$ cat src/rtl/hazard_pkg.sv
// Shared types and encodings for the F/D/E/M/W hazard controller.
package hazard_pkg;

    localparam logic [1:0] FWD_REG      = 2'b00;
    localparam logic [1:0] FWD_W        = 2'b01;
    localparam logic [1:0] FWD_M        = 2'b10;
    localparam logic [1:0] RES_SRC_LOAD = 2'b01;

    // Register-index width carried in the tracking struct.
    localparam int TRK_AW = 5;

    typedef struct packed {
        logic              reg_write;
        logic              is_load;
        logic [TRK_AW-1:0] rd;
        logic [TRK_AW-1:0] rs1;
        logic [TRK_AW-1:0] rs2;
        logic              use_rs1;
        logic              use_rs2;
    } stage_trk_t;

    // x0 is hard-wired zero, so a write to it never creates a dependency.
    function automatic logic rd_match(input logic wr, input logic [TRK_AW-1:0] rd,
                                      input logic [TRK_AW-1:0] rs, input logic use_rs);
        return wr && (rd != '0) && (rd == rs) && use_rs;
    endfunction

endpackage

$ cat src/rtl/sat_counter.sv
// Saturating up-counter with synchronous clear; clear beats increment.
module sat_counter #(
    parameter int W = 16
) (
    input  logic         clk,
    input  logic         reset_n,
    input  logic         clr,
    input  logic         inc,
    output logic [W-1:0] q
);

    always_ff @(posedge clk) begin
        if (!reset_n)
            q <= '0;
        else if (clr)
            q <= '0;
        else if (inc && !(&q))
            q <= q + W'(1);
    end

endmodule

$ cat src/rtl/hazard_ctrl.sv
// Stall/flush/forwarding controller for the 5-stage pipeline.
// Define HAZARD_FWD_EN for forwarding mode; otherwise stall-only.
module hazard_ctrl
    import hazard_pkg::*;
#(
    parameter int REG_ADDR_WIDTH = TRK_AW,
    parameter int CNT_WIDTH      = 16
) (
    input  logic                      clk,
    input  logic                      reset_n,
    input  logic [REG_ADDR_WIDTH-1:0] rs1_d,
    input  logic [REG_ADDR_WIDTH-1:0] rs2_d,
    input  logic                      use_rs1_d,
    input  logic                      use_rs2_d,
    input  logic [REG_ADDR_WIDTH-1:0] rd_d,
    input  logic                      reg_write_d,
    input  logic                      is_load_d,
    input  logic                      pc_src_e,
    input  logic                      mem_wait,
    input  logic                      cnt_clr,
    output logic                      stall_f,
    output logic                      stall_d,
    output logic                      stall_em,
    output logic                      flush_d,
    output logic                      flush_e,
    output logic [1:0]                fwd_a_e,
    output logic [1:0]                fwd_b_e,
    output logic [CNT_WIDTH-1:0]      stall_cnt,
    output logic [CNT_WIDTH-1:0]      flush_cnt
);

    stage_trk_t trk_d, trk_e, trk_m, trk_w;
    logic       hit_e, hit_m, hazard;
    logic       stall_inc, flush_inc;

    assign trk_d = '{reg_write: reg_write_d, is_load: is_load_d, rd: rd_d,
                     rs1: rs1_d, rs2: rs2_d, use_rs1: use_rs1_d, use_rs2: use_rs2_d};

    // A frozen memory stage freezes every tracked stage, including E.
    always_ff @(posedge clk) begin
        if (!reset_n) begin
            trk_e <= '0;
            trk_m <= '0;
            trk_w <= '0;
        end else if (!mem_wait) begin
            trk_e <= flush_e ? '0 : trk_d;
            trk_m <= trk_e;
            trk_w <= trk_m;
        end
    end

    assign hit_e = rd_match(trk_e.reg_write, trk_e.rd, rs1_d, use_rs1_d) ||
                   rd_match(trk_e.reg_write, trk_e.rd, rs2_d, use_rs2_d);
    assign hit_m = rd_match(trk_m.reg_write, trk_m.rd, rs1_d, use_rs1_d) ||
                   rd_match(trk_m.reg_write, trk_m.rd, rs2_d, use_rs2_d);

`ifdef HAZARD_FWD_EN
    assign hazard = trk_e.is_load && hit_e;

    always_comb begin
        fwd_a_e = FWD_REG;
        fwd_b_e = FWD_REG;
        if (rd_match(trk_m.reg_write, trk_m.rd, trk_e.rs1, trk_e.use_rs1))
            fwd_a_e = FWD_M;
        else if (rd_match(trk_w.reg_write, trk_w.rd, trk_e.rs1, trk_e.use_rs1))
            fwd_a_e = FWD_W;
        if (rd_match(trk_m.reg_write, trk_m.rd, trk_e.rs2, trk_e.use_rs2))
            fwd_b_e = FWD_M;
        else if (rd_match(trk_w.reg_write, trk_w.rd, trk_e.rs2, trk_e.use_rs2))
            fwd_b_e = FWD_W;
    end
`else
    // Regfile write-first covers a W-stage producer, so only E and M stall.
    assign hazard  = hit_e || hit_m;
    assign fwd_a_e = FWD_REG;
    assign fwd_b_e = FWD_REG;
`endif

    // Not every tracked field feeds logic in both build modes.
    logic unused_trk;
    assign unused_trk = ^{trk_e, trk_m, trk_w};

    always_comb begin
        stall_f  = 1'b0;
        stall_d  = 1'b0;
        stall_em = 1'b0;
        flush_d  = 1'b0;
        flush_e  = 1'b0;
        if (mem_wait) begin
            stall_f  = 1'b1;
            stall_d  = 1'b1;
            stall_em = 1'b1;
        end else if (pc_src_e) begin
            flush_d = 1'b1;
            flush_e = 1'b1;
        end else if (hazard) begin
            stall_f = 1'b1;
            stall_d = 1'b1;
            flush_e = 1'b1;
        end
    end

    assign stall_inc = !mem_wait && !pc_src_e && hazard;
    assign flush_inc = !mem_wait && pc_src_e;

    sat_counter #(.W(CNT_WIDTH)) u_stall_cnt (
        .clk(clk), .reset_n(reset_n), .clr(cnt_clr), .inc(stall_inc), .q(stall_cnt)
    );

    sat_counter #(.W(CNT_WIDTH)) u_flush_cnt (
        .clk(clk), .reset_n(reset_n), .clr(cnt_clr), .inc(flush_inc), .q(flush_cnt)
    );

endmodule

$ cat config.mk
export PLATFORM = sky130hd
export DESIGN_NAME = hazard_ctrl
export DESIGN_NICKNAME = d
export VERILOG_FILES = /design/src/rtl/hazard_pkg.sv /design/src/rtl/sat_counter.sv /design/src/rtl/hazard_ctrl.sv
export SDC_FILE = /design/constraint.sdc
export NUM_CORES = 1
export LEC_CHECK = 0
export CELL_PAD_IN_SITES_DETAIL_PLACEMENT = 1
export CELL_PAD_IN_SITES_GLOBAL_PLACEMENT = 2
export CORE_ASPECT_RATIO = 1.75
export CORE_MARGIN = 4
export CORE_UTILIZATION = 25
export DETAILED_ROUTE_END_ITERATION = 12
export GPL_TIMING_DRIVEN = 0
export PLACE_DENSITY_LB_ADDON = 0.08
export SYNTH_ARGS = -nofsm -noshare
export SYNTH_HDL_FRONTEND = slang
export SYNTH_SLANG_ARGS = --single-unit
$ cat constraint.sdc
create_clock -name clk -period 1.82 [get_ports clk]
set_input_delay 0.273 -clock clk [delete_from_list [all_inputs] [get_ports clk]]
set_output_delay 0.273 -clock clk [all_outputs]
set_load 0.01 [all_outputs]
==> results.sh <==
export IMPL_grt_pass1_vias=2559
export IMPL_seq_area_frac_synth=0.374
export IMPL_fmax_ghz=0.412
export IMPL_synth_compound_area_share=0.150
export IMPL_finalClockSkew_ns=0.00360
export IMPL_hold_end="u_stall_cnt.q[1]"
export IMPL_avgSynthCellArea_um2=8.62
export IMPL_dieArea_mm2=0.0111
export IMPL_end_kind="output port"
export IMPL_hold_viol_final=0
export IMPL_regToRegStartpoint="trk_e[16]"
export IMPL_status="finished with violations"
export IMPL_antenna_found_initial=0
export IMPL_fillers=1040
export IMPL_route_detailed_drc=0
export IMPL_grt_usage=0.165
export IMPL_cts_root_buffer="clkbuf_16"
export IMPL_regArea_um2=930
export IMPL_final_cell_mix="clkdlybuf4s50_1, buf_4, dfxtp_1"
export IMPL_p_clk_frac=0.457
export IMPL_ys_warn_count=0
export IMPL_num_nets_final=398
export IMPL_hold_depth=4
export IMPL_antenna_cells=0
export IMPL_dr_pass1_iters=4
export IMPL_switching_power_mw=0.538
export IMPL_dp_cells=454
export IMPL_place_congestion=0.779
export IMPL_drt_vias_per_instance=4.94
export IMPL_finalSetupViolCount=25
export IMPL_core_mm2=0.00915
export IMPL_dp_slack_ns=-1.41
export IMPL_cts_buffers=5
export IMPL_worst_r2r_endpoint="u_stall_cnt.q[2]"
export IMPL_synth_top_family_by_area="simple AND/OR/NAND/NOR gates"
export IMPL_power_share_sequential=0.430
export IMPL_clk_latency_ns=0.29
export IMPL_multiInputGateArea_mm2=0.00174
export IMPL_vdd_drop_max_mv=0.358
export IMPL_postSynthCellCount=273
export IMPL_start_kind="input port"
export IMPL_die_w_um=81.3
export IMPL_cts_buffer_depth=2
export IMPL_tightest_slew_ns=0.618
export IMPL_min_from="pc_src_e"
export IMPL_grt_start_max_net_pins=14
export IMPL_synth_top_cell_area_share=0.374
export IMPL_fin_crit_sh=1.33
export IMPL_muxShareOfSynthArea=0.0383
export IMPL_wl_um=9030
export IMPL_synth_area_leaders="dfxtp_1, xor2_1, a21oi_1, or4_1, mux2i_1"
export IMPL_worstPathRequired_ns=1.55
export IMPL_failed_checks="setup timing"
export IMPL_clk_pin_slew_ns=0.06
export IMPL_final_layout_size_suffix_gt1_frac=0.327
export IMPL_netlist_area_mm2=0.00235
export IMPL_internal_power_mw=1.73
export IMPL_drtIter0Drc=98
export IMPL_synthSimpleGateAreaFrac=0.262
export IMPL_fin_setup_tns_ns=-11.53
export IMPL_maxCapViolCount=0
export IMPL_die_h_um=136
export IMPL_slew_viol_final=0
export IMPL_cts_tree="built"
export IMPL_hold_path_class="input port to flip-flop"
export IMPL_synth_xor_area_frac=0.112
export IMPL_synth_seq_cells=44
export IMPL_dp_hpwl_um=6300
export IMPL_p_per_area_mw_per_mm2=566
export IMPL_synthAdderAreaFrac=0.0106
export IMPL_cp_max_fo=3
export IMPL_fin_cells=493
export IMPL_wire_per_inst_um=18.3
export IMPL_r2r_cells=9
export IMPL_worstSetupPathType="input port to output port"
export IMPL_rrSetupSlack_ns=-0.57
export IMPL_final_common_cell="clkdlybuf4s50_1"
export IMPL_grt_ovfl_total=0
export IMPL_vias=2436
export IMPL_synth_top_area_cell="dfxtp_1"
export IMPL_combPwrFrac=0.113
export IMPL_worstPathArrival_ns=2.15
export IMPL_post_route_min_period_ns=2.43
export IMPL_area_growth_pct=70.3
export IMPL_power_leakage_nw=1.42
export IMPL_cts_sinks=44
export IMPL_grt_pass1_wl_um=13600
export IMPL_rsz0062_at_grt="true"
export IMPL_io_buffers=58
export IMPL_synthDistinctLibCells=35
export IMPL_setup_slack_ns=-0.607
export IMPL_htree_levels=2
export IMPL_io_pins=65
export IMPL_hold_buffers=0
export IMPL_start_util=0.257
export IMPL_rows=46
export IMPL_switching_share=0.237
export IMPL_ant_nets=0
export IMPL_max_slew_margin=0.588
how the worst max path moves through the flow:
stage,slack [ns],endpoint,cells past startpoint,from
final,-0.61,flush_e,9,rs1_d[4]
after global routing,-0.65,flush_e,9,rs1_d[3]
after global placement,-1.35,flush_e,9,rs2_d[0]
after CTS,-0.63,flush_e,8,trk_m[16]
after detailed placement,-1.41,flush_e,9,rs2_d[4]
after floorplan,-0.09,u_stall_cnt.q[2],7,trk_m[12]
per-layer routing:
metal / vias up / track usage / wire length (um)
li1: 1178 / - / -
met1: 1182 / 0.152 / 3000
met2: 57 / 0.333 / 5370
met3: 19 / 0.0272 / 330
met4: 0 / 0.0714 / 335
met5: - / 0 / 0
through the flow:
stage | cell area (um^2) | power (mW) | hold slack [ns] | utilization
floorplan | 2400 | 1.11 | 0.401 | -
global placement | 3130 | 1.21 | 0.479 | 0.342
detailed placement | 3130 | 1.21 | 0.500 | 0.342
CTS | 3680 | 2.29 | 0.510 | 0.403
global route | 4010 | 2.37 | 0.520 | 0.438
finish | 4010 | 2.27 | 0.469 | 0.438
synth_stat cells (all sizes together):
cell type and count:
and3 7, a32oi 8, and2 3, or3 8
mux2i 9, clkbuf 8, xnor2 8, o21ai 10
or4 13, o31ai 12, nor2 17, nand2 20
xor2 22, inv 5, and4 5, nor2b 13
a21o 1, o22a 1, nor3 3, ha 2
buf 10, nand4 6, dfxtp 44, o22ai 1
nand2b 3, nor4 4, o211ai 1, a21oi 20
conb 1, nand3 8
what timing repair did:
| item | 4_1_cts | 5_1_grt |
|---|---|---|
| pin swaps | 41 | 26 |
| setup buffers | 18 | 13 |
| gates cloned | 2 | 0 |
| resized for setup | 79 | 46 |
| setup endpoints to repair | 30 | 35 |
state kept, by name, indices dropped and copies added (netlist names):
register,cells
u_flush_cnt.q,16
u_stall_cnt.q,16
trk_e,6
trk_m,6
final cells by class:
cell class / instances / share of cell area
timing repair buffer: 90 / 0.217
clock inverter: 2 / 0.00874
multi-input combinational: 209 / 0.433
inverter: 5 / 0.00468
buffer: 17 / 0.0346
sequential: 44 / 0.232
tap: 120 / 0.0375
clock buffer: 6 / 0.0321
worst max-delay path, cell delays in order:
cell,delay [ns]
clkdlybuf4s50_1,0.45
xor2_1,0.18
nor4_2,0.37
a32oi_2,0.12
o22a_4,0.26
buf_8,0.13
buf_8,0.11
a21oi_2,0.11
buf_2,0.15
logic make-up after synthesis:
group                      after synthesis
buffers and inverters                   23
other                                    1
and+or+nand+nor                        110
xor gates and xnor gates                30
muxes                                    9
adders and majority gates                2
DFF                                     44
AOI/OAI and AO/OA                       54
power groups by stage:
| stage | logic, mW | clock network, mW | registers, mW |
|---|---|---|---|
| detailed placement | 0.206 | 0 | 1.01 |
| global placement | 0.206 | 0 | 1.01 |
| global route | 0.277 | 1.12 | 0.975 |
| finish | 0.257 | 1.04 | 0.975 |
| floorplan | 0.107 | 0 | 1.00 |
| CTS | 0.227 | 1.08 | 0.981 |
(Power assumes the default switching activity.)
